File: config.mk
export PLATFORM = sky130hd
export DESIGN_NAME = regfile_sb_flat
export DESIGN_NICKNAME = d
export VERILOG_FILES = /design/src/rtl/regfile_sb_if.sv /design/src/rtl/regfile_sb.sv /design/src/flat_wrapper.sv
export SDC_FILE = /design/constraint.sdc
export NUM_CORES = 2
export LEC_CHECK = 0
export CORE_ASPECT_RATIO = 0.7
export CORE_UTILIZATION = 26
export CTS_CLUSTER_SIZE = 20
export DETAILED_ROUTE_END_ITERATION = 12
export SLEW_MARGIN = 5
export SYNTH_ARGS = -nofsm -noshare
export SYNTH_HDL_FRONTEND = slang
export SYNTH_SLANG_ARGS = --single-unit
File: constraint.sdc
create_clock -name clk -period 12.74 [get_ports clk]
set_input_delay 2.548 -clock clk [delete_from_list [all_inputs] [get_ports clk]]
set_output_delay 2.548 -clock clk [all_outputs]
set_load 0.005 [all_outputs]
File: src/rtl/regfile_sb_if.sv
// Decode/write-back bus of the scoreboarded register file.
// Read data and busy flags are combinational; busy count is registered.
// No backpressure: decode stalls on its own when it sees a busy flag.
interface regfile_sb_if #(
  parameter int WIDTH  = 32,
  parameter int ADDR_W = 5
) ();
  logic [ADDR_W-1:0] RA;
  logic [ADDR_W-1:0] RB;
  logic [WIDTH-1:0]  PA;
  logic [WIDTH-1:0]  PB;
  logic [ADDR_W-1:0] RW;
  logic [WIDTH-1:0]  PW;
  logic              LE;
  logic              mark_en;
  logic [ADDR_W-1:0] mark_addr;
  logic              flush;
  logic              busy_a;
  logic              busy_b;
  logic [ADDR_W:0]   busy_cnt;

  // Pipeline side: decode/write-back drive addresses, data and scoreboard controls.
  modport master (
    output RA, RB, RW, PW, LE, mark_en, mark_addr, flush,
    input  PA, PB, busy_a, busy_b, busy_cnt
  );

  // Register file side.
  modport slave (
    input  RA, RB, RW, PW, LE, mark_en, mark_addr, flush,
    output PA, PB, busy_a, busy_b, busy_cnt
  );
endinterface

File: src/rtl/regfile_sb.sv
// Two-read/one-write register file with a per-register pending-write scoreboard.
// Reads and busy flags are zero latency; writes and busy updates land on the next edge.
// No backpressure: a same-cycle write may be bypassed to the read ports and masks busy.
module regfile_sb #(
  parameter int WIDTH    = 32,
  parameter int DEPTH    = 32,
  parameter int ADDR_W   = 5,
  parameter int ZERO_REG = 1,
  parameter int BYPASS   = 1
) (
  input  logic          clk,
  input  logic          rst_n,
  regfile_sb_if.slave   bus
);

  logic [WIDTH-1:0] r_mem [DEPTH];
  logic [DEPTH-1:0] r_busy;
  logic [ADDR_W:0]  r_busy_cnt;

  logic [DEPTH-1:0] w_busy_nxt;
  logic [ADDR_W:0]  w_cnt_nxt;
  logic             w_wr_ok;
  logic             w_mark_ok;
  logic             w_za;
  logic             w_zb;
  logic             w_byp_a;
  logic             w_byp_b;
  logic [WIDTH-1:0] w_pa;
  logic [WIDTH-1:0] w_pb;
  logic             w_busy_a;
  logic             w_busy_b;

  // Qualify writes/marks against the hardwired zero register and detect bypass hits.
  always_comb begin
    w_za      = (ZERO_REG != 0) && (bus.RA == '0);
    w_zb      = (ZERO_REG != 0) && (bus.RB == '0);
    w_wr_ok   = bus.LE && !((ZERO_REG != 0) && (bus.RW == '0));
    w_mark_ok = bus.mark_en && !((ZERO_REG != 0) && (bus.mark_addr == '0));
    w_byp_a   = (BYPASS != 0) && bus.LE && (bus.RW == bus.RA);
    w_byp_b   = (BYPASS != 0) && bus.LE && (bus.RW == bus.RB);
  end

  // Storage array; reset zeroes every entry so nothing reads X afterwards.
  always_ff @(posedge clk or negedge rst_n) begin
    if (!rst_n) begin
      for (int i = 0; i < DEPTH; i++) begin
        r_mem[i] <= '0;
      end
    end else if (w_wr_ok) begin
      r_mem[bus.RW] <= bus.PW;
    end
  end

  // Read ports: zero register first, then same-cycle bypass, then the array.
  always_comb begin
    w_pa = r_mem[bus.RA];
    w_pb = r_mem[bus.RB];
    if (w_za) begin
      w_pa = '0;
    end else if (w_byp_a) begin
      w_pa = bus.PW;
    end
    if (w_zb) begin
      w_pb = '0;
    end else if (w_byp_b) begin
      w_pb = bus.PW;
    end
  end

  // Next busy vector: write-back clears, flush overrides, a new producer overrides both.
  always_comb begin
    w_busy_nxt = r_busy;
    if (bus.LE) begin
      w_busy_nxt[bus.RW] = 1'b0;
    end
    if (bus.flush) begin
      w_busy_nxt = '0;
    end
    if (w_mark_ok) begin
      w_busy_nxt[bus.mark_addr] = 1'b1;
    end
  end

  // Population count of the next-state vector so simultaneous set/clear stays exact.
  always_comb begin
    w_cnt_nxt = '0;
    for (int i = 0; i < DEPTH; i++) begin
      w_cnt_nxt = w_cnt_nxt + (ADDR_W+1)'(w_busy_nxt[i]);
    end
  end

  // Scoreboard state and its registered count advance together.
  always_ff @(posedge clk or negedge rst_n) begin
    if (!rst_n) begin
      r_busy     <= '0;
      r_busy_cnt <= '0;
    end else begin
      r_busy     <= w_busy_nxt;
      r_busy_cnt <= w_cnt_nxt;
    end
  end

  // Busy flags are masked for the zero register and for data bypassed this cycle.
  always_comb begin
    w_busy_a = r_busy[bus.RA] && !w_za && !w_byp_a;
    w_busy_b = r_busy[bus.RB] && !w_zb && !w_byp_b;
  end

  assign bus.PA       = w_pa;
  assign bus.PB       = w_pb;
  assign bus.busy_a   = w_busy_a;
  assign bus.busy_b   = w_busy_b;
  assign bus.busy_cnt = r_busy_cnt;

endmodule

File: src/flat_wrapper.sv
// flat-port wrapper written by rule: the top's interface ports become plain ports
module regfile_sb_flat 
#(
  parameter int WIDTH    = 32,
  parameter int DEPTH    = 32,
  parameter int ADDR_W   = 5,
  parameter int ZERO_REG = 1,
  parameter int BYPASS   = 1
)
  (clk, rst_n, bus_RA, bus_RB, bus_RW, bus_PW, bus_LE, bus_mark_en, bus_mark_addr, bus_flush, bus_PA, bus_PB, bus_busy_a, bus_busy_b, bus_busy_cnt);
  regfile_sb_if #(.WIDTH(WIDTH), .ADDR_W(ADDR_W)) bus_i ();
  input  logic clk;
  input  logic rst_n;
  input wire logic [$bits(bus_i.RA)-1:0] bus_RA;
  input wire logic [$bits(bus_i.RB)-1:0] bus_RB;
  input wire logic [$bits(bus_i.RW)-1:0] bus_RW;
  input wire logic [$bits(bus_i.PW)-1:0] bus_PW;
  input wire logic [$bits(bus_i.LE)-1:0] bus_LE;
  input wire logic [$bits(bus_i.mark_en)-1:0] bus_mark_en;
  input wire logic [$bits(bus_i.mark_addr)-1:0] bus_mark_addr;
  input wire logic [$bits(bus_i.flush)-1:0] bus_flush;
  output wire logic [$bits(bus_i.PA)-1:0] bus_PA;
  output wire logic [$bits(bus_i.PB)-1:0] bus_PB;
  output wire logic [$bits(bus_i.busy_a)-1:0] bus_busy_a;
  output wire logic [$bits(bus_i.busy_b)-1:0] bus_busy_b;
  output wire logic [$bits(bus_i.busy_cnt)-1:0] bus_busy_cnt;
  assign bus_i.RA = bus_RA;
  assign bus_i.RB = bus_RB;
  assign bus_i.RW = bus_RW;
  assign bus_i.PW = bus_PW;
  assign bus_i.LE = bus_LE;
  assign bus_i.mark_en = bus_mark_en;
  assign bus_i.mark_addr = bus_mark_addr;
  assign bus_i.flush = bus_flush;
  assign bus_PA = bus_i.PA;
  assign bus_PB = bus_i.PB;
  assign bus_busy_a = bus_i.busy_a;
  assign bus_busy_b = bus_i.busy_b;
  assign bus_busy_cnt = bus_i.busy_cnt;
  regfile_sb #(.WIDTH(WIDTH), .DEPTH(DEPTH), .ADDR_W(ADDR_W), .ZERO_REG(ZERO_REG), .BYPASS(BYPASS)) u_core (.clk(clk), .rst_n(rst_n), .bus(bus_i));
endmodule
Word level (Yosys, flattened, before mapping)
Index checks and enable logic that the tools add are counted.
{"block": "op_classes", "muxes": 24, "reduce_logical": 21, "bitwise": 6, "magnitude_cmp": 10, "eq_ne": 2, "add_sub_neg": 31}
{"operator": "$bwmux W1024", "n": 1}
{"operator": "$mux W32", "n": 12}
{"operator": "$bmux W32 S5", "n": 2}
{"operator": "$add A6 B1 Y6", "n": 30}
{"operator": "$demux W32 S5", "n": 1}
{"operator": "$and A32 B32 Y32", "n": 1}
{"operator": "$not A32 Y32", "n": 1}
{"operator": "$or A32 B32 Y32", "n": 1}
{"operator": "$lt A5 B6 Y1 const B", "n": 4}
{"operator": "$logic_not A5 Y1", "n": 4}
{"operator": "$ge A6 B6 Y1 const B", "n": 3}
{"operator": "$not A5 Y6", "n": 3}
{"operator": "$logic_and A1 B1 Y1", "n": 11}
{"operator": "$bmux W1 S5", "n": 2}
{"operator": "$demux W1 S5", "n": 2}
{"operator": "$eq A5 B5 Y1", "n": 2}
{"operator": "$ge A5 B1 Y1 const B", "n": 2}
{"operator": "$logic_not A1 Y1", "n": 6}
{"operator": "$lt A6 B1 Y1 const B", "n": 1}
{"operator": "$mux W1", "n": 4}
{"operator": "$add A1 B1 Y2", "n": 1}
{"block": "totals", "out_inout_bits": 72, "reg_bits": 1062, "inputBits": 57, "wordCells": 128}

Depth between registers and ports, before layout
{"block": "depth", "ltp_word": 41, "ltp_mapped": 24, "mapped_depth_nobuf": 21}

Least setup slack after synthesis
OpenSTA, ideal clock, no wires.
{"block": "synth_timing", "path_kind": "input to register", "startpoint": "input bus_RW[0]", "endpoint": "register u_core.r_busy_cnt[4] (netlist: u_core.bus.busy_cnt[4])", "stages": 22, "n_path_buf": 3, "setup_slack_ns": 4.308, "arrival_ns": 8.310, "t_required_ns": 12.617, "setup_ns": 0.123, "cell_sequence": "clkbuf_1 and3b_1 clkbuf_1 nand2_1 buf_1 a31o_2 ha_1 inv_1 fa_1 fa_1 fa_1 fa_1 fa_1 inv_1 fa_1 inv_1 fa_1 fa_1 inv_1 a21o_1 a21oi_1 xnor2_1"}
{"block": "synth_via", "elab_chain_len": 41, "word_cells_on_any_way": 42, "cone_classes": "add/sub (31); order compare (2); mux (5); bitwise (3); reduce/logical (1)"}
{"element": "start, declared", "line_no": "flat_wrapper.sv:16", "source": "input wire logic [$bits(bus_i.RW)-1:0] bus_RW;"}
{"element": "$lt A5 B6 Y1 (implied by the code) / $ge A5 B1 Y1 (equally long branches)", "line_no": "regfile_sb.sv:74", "source": "w_busy_nxt[bus.RW] = 1'b0;"}
{"element": "$logic_and A1 B1 Y1 (implied by the code)", "line_no": "regfile_sb.sv:74"}
{"element": "$mux W1 (implied by the code)", "line_no": "regfile_sb.sv:74"}
{"element": "$demux W1 S5 (*)"}
{"element": "$not A32 Y32 (no source line) (*)"}
{"element": "$and A32 B32 Y32 (no source line) (*)"}
{"element": "$mux W32 (*)", "line_no": "regfile_sb.sv:73", "source": "if (bus.LE) begin"}
{"element": "$mux W32 (*)", "line_no": "regfile_sb.sv:76", "source": "if (bus.flush) begin"}
{"element": "$or A32 B32 Y32 (no source line)"}
{"element": "$mux W32 (*)", "line_no": "regfile_sb.sv:79", "source": "if (w_mark_ok) begin"}
{"element": "net u_core.w_busy_nxt[1]", "line_no": "regfile_sb.sv:20", "source": "logic [DEPTH-1:0] w_busy_nxt;"}
{"element": "$add A1 B1 Y2 (*)", "line_no": "regfile_sb.sv:88", "source": "w_cnt_nxt = w_cnt_nxt + (ADDR_W+1)'(w_busy_nxt[i]);"}
{"element": "$add A6 B1 Y6 (*) (30 in a row)", "line_no": "regfile_sb.sv:88"}
{"element": "net u_core.w_cnt_nxt[4]", "line_no": "regfile_sb.sv:21", "source": "logic [ADDR_W:0] w_cnt_nxt;"}
{"element": "end signal, assigned", "line_no": "regfile_sb.sv:99", "source": "r_busy_cnt <= w_cnt_nxt;"}
{"element": "end, declared", "line_no": "regfile_sb.sv:18", "source": "logic [ADDR_W:0] r_busy_cnt;"}
Mark *: on every way through the listed nets, which the timed path passes. The rest lies on a longest branch.
A chain may end at the register's enable or synchronous reset.

Worst setup path after layout
{"block": "layout_timing", "startpoint": "input bus_RW[3]", "endpoint": "register u_core.r_busy_cnt[4] (netlist: u_core.bus.busy_cnt[4])"}
{"block": "layout_via", "elab_chain_len": 41, "word_cells_on_any_way": 42, "cone_classes": "add/sub (31); order compare (2); mux (5); bitwise (3); reduce/logical (1)"}
{"element": "$lt A5 B6 Y1 (implied by the code) / $ge A5 B1 Y1 (equally long branches)", "line_no": "regfile_sb.sv:74"}
{"element": "$logic_and A1 B1 Y1 (implied by the code)", "line_no": "regfile_sb.sv:74"}
{"element": "$mux W1 (implied by the code)", "line_no": "regfile_sb.sv:74"}
{"element": "$demux W1 S5 (*)"}
{"element": "$not A32 Y32 (no source line) (*)"}
{"element": "$and A32 B32 Y32 (no source line) (*)"}
{"element": "$mux W32 (*)", "line_no": "regfile_sb.sv:73"}
{"element": "$mux W32 (*)", "line_no": "regfile_sb.sv:76"}
{"element": "$or A32 B32 Y32 (no source line)"}
{"element": "$mux W32 (*)", "line_no": "regfile_sb.sv:79"}
{"element": "$add A1 B1 Y2", "line_no": "regfile_sb.sv:88"}
{"element": "$add A6 B1 Y6 (29 in a row)", "line_no": "regfile_sb.sv:88"}
{"element": "$add A6 B1 Y6 (*)", "line_no": "regfile_sb.sv:88"}
{"element": "net u_core.w_cnt_nxt[4]", "line_no": "regfile_sb.sv:21"}
Marks and branches as above.

==> out/metrics.cfg <==
[clock_network]
cts_buffers=113
htreeDepth=3
clk_latency_ns=0.76
postCtsSetupBuffers=0
clk_pin_slew_worst_paths_ns=0.06
cts_tree=built
cts_resized=0
ctsHoldBuffers=0
cts.path.max_buffers=3
cts_root_buf=clkbuf_16
clock_sinks=1062

[routing]
avgRoutedWirePerCell_um=28.7
final_antenna_net_count=0
vias=38930
viasPerCell=5.52
drt_first_iter_violations=4064
drt_wl_total_um=202000
first_pass_iters=7
drc=0

[yosys]
syn_nets=4224
synthArstFlopShare=1.00
synth.mux.area_fraction=0.399
synth_fa_ha_area_frac=0.00995
synth-seq-cells=1062
synth-simple-area-share=0.0304
synth_xor_area_frac=0.00195
avgSynthCellArea_um2=14.1
synthTopCellsByArea=dfrtp_1 (46%), mux2_2 (19%), mux4_2 (16%)
ys_types=71
postSynthCellCount=4135
synth_top_area_frac=0.456
synth_top_area_cell=dfrtp_1
yosysWarnings=0
netlist_area_um2=58300
synth_top_family_by_area=multiplexers
synth_edf_count=0
synthFlopType=dfrtp_1
yosysSeqAreaShare=0.456
synth_compound_area_frac=0.0603

[critical_path]
crit_type=in -> reg
startpoint_type=input pin
slowest_delay_ns=1.11
worstPathRequired_ns=13.37
crit_path_cell_trace=clkdlybuf4s50_1, nor3b_1, nand2_4, nand3_1, o21a_1, fa_1, fa_1, inv_1, fa_1, inv_1, fa_1, fa_1, inv_1, fa_1, inv_1, fa_1, fa_1, inv_1, a21o_1, a21oi_1, xnor2_1
critPathBufInv=6
crit_arrival_ns=10.26
crit_top_cell=fa_1
cp_top_family=adder cells
endpoint_kind=flop
crit_slowest_cell=nor3b_1
cp_max_fo=33

[sta]
worstMarginPinSlew_ns=1.23
clock.fmax_ghz=0.104
finalHoldViolations=0
period_minus_slack_ns=9.64
finClkSkew_ns=0.0190
slew_headroom=0.176
fin_setup_tns_ns=0
slew_violations=0
period_share=0.756
grt_setup_unrepaired=no
setup_viol=0
final.setup.worst_slack_ns=3.10

[pwr]
netSwitchingPower_uw=2780
p_comb_frac=0.210
power_frac_seq=0.451
peakVddDrop_mv=0.125
intPower_uw=7110
p_leak_uw=0.0279
fin_total_pwr_uw=9890
p_sw_frac=0.281
power_density_nw_per_um2=150
pwr-share-clk=0.339

[grt]
grt.total_usage=0.177
antenna_found_initial=25
grt_pass1_wl_um=294000
grt_overflow=0
grt_max_degree=165
grt_pass1_vias=39731

[flow_run]
maxCapViolCount=0

[min_path]
hold_path.class=reg -> reg

[layout]
mostFrequentLayoutCell=dfrtp_1
layout-drive-gt1-share=0.430
fillers=22078
layout_common_cells=dfrtp_1 (1062), mux2_2 (1006), mux4_2 (414), mux2i_1 (263), clkdlybuf4s50_1 (118)
final_nets=4116
area_growth_pct=13.0

[floorplan]
ios=129
start_util=0.262
fp.dieH_um=398
rows=145
fp.dieArea_um2=226000
core_um2=223000
fp.dieW_um=568

[place]
gp_congestion=0.848
dp_hpwl_um=111000
port_buffers=128
pre_cts_slack_ns=2.40

[status]
status=finished clean

==> layer usage <==
metal  vias to the layer above  global-route usage  part of all wire
li1                      15656                   -                 -
met1                     20931               0.236              0.42
met2                      1891               0.274              0.45
met3                       436              0.0443             0.088
met4                        16              0.0697             0.041
met5                         -                   0           0.00046
==> metrics by stage <==
stage | hold slack [ns] | util | instance area [um2] | std cells
finish | 0.395 | 0.296 | 65900 | 7058
global route | 0.405 | 0.296 | 65900 | 7054
CTS | 0.397 | 0.296 | 65900 | 7051
detailed placement | 0.383 | 0.279 | 62200 | 6852
global placement | 0.377 | 0.279 | 62200 | 6852
floorplan | 0.441 | - | 58300 | 4135
==> cell families (layout without fill, tap and decap cells) <==
kind of cell	after synthesis	count (layout)
other	0	7
XOR/XNOR	13	13
AO/OA/AOI/OAI	478	478
AND/OR/NAND/NOR	344	344
multiplexers	1683	1683
adder cells (fa/ha/maj)	32	32
buffers and inverters	523	499
flip-flops	1062	1062
==> final cells by class <==
type	instances	area, um2	share of cell area
tap	2940	3680	0.0558
inverter	71	267	0.00404
multi-input combinational	2550	29500	0.448
clock buffer	173	3450	0.0523
clock inverter	26	249	0.00378
sequential	1062	26600	0.403
timing repair buffer	229	2140	0.0324
antenna	7	17.5	0.000266
==> cell usage after synthesis, drive strengths merged (23+ instances only) <==
master	number
dfrtp	1062
mux2	1006
mux4	414
mux2i	263
buf	239
clkbuf	213
nand2	82
a221oi	73
inv	70
a21oi	64
o22ai	61
o21ai	50
nor2	48
nor3	48
a211o	44
a22oi	41
nand3	39
a211oi	31
and2	28
fa	24
o21bai	24
and3	23
==> power by group through the flow <==
stage               clock [uW]  combinational [uW]  sequential (uW)
finish                    3350                2070             4460
detailed placement           0                2070             4500
global route              3540                2220             4540
CTS                       3410                2080             4440
floorplan                    0                1510             4340
global placement             0                2030             4460
==> flip-flops by register name, indices dropped and copies added, names as in the netlist <==
name                 count
u_core.bus.busy_cnt      6
u_core.r_busy           32
u_core.r_mem          1024
==> final timing paths <==
| path | from | cells past startpoint | slack (ns) | endpoint |
|---|---|---|---|---|
| max reg2reg | u_core.r_busy[24] | 18 | 7.16 | u_core.bus.busy_cnt[4] |
| min | u_core.r_mem[995] | 0 | 0.39 | u_core.r_mem[995] |
| min reg2reg | u_core.r_mem[995] | 0 | 0.39 | u_core.r_mem[995] |
| min in group asynchronous | rst_n | 1 | 1.95 | u_core.r_mem[42] |
| max | bus_RW[3] | 21 | 3.10 | u_core.bus.busy_cnt[4] |
| max in group asynchronous | rst_n | 3 | 8.27 | u_core.r_busy[28] |
==> worst register-to-register path: stages, from the launching register on <==
cell,delay [ns]
dfrtp_1,0.38
inv_1,0.05
o32a_1,0.38
fa_1,0.56
fa_1,0.56
inv_1,0.05
fa_1,0.48
inv_1,0.06
fa_1,0.50
fa_1,0.52
inv_1,0.06
fa_1,0.50
inv_1,0.05
fa_1,0.42
fa_1,0.49
inv_1,0.08
a21o_1,0.12
a21oi_1,0.07
xnor2_1,0.12
Note: power is estimated with default switching activity, not from simulation.
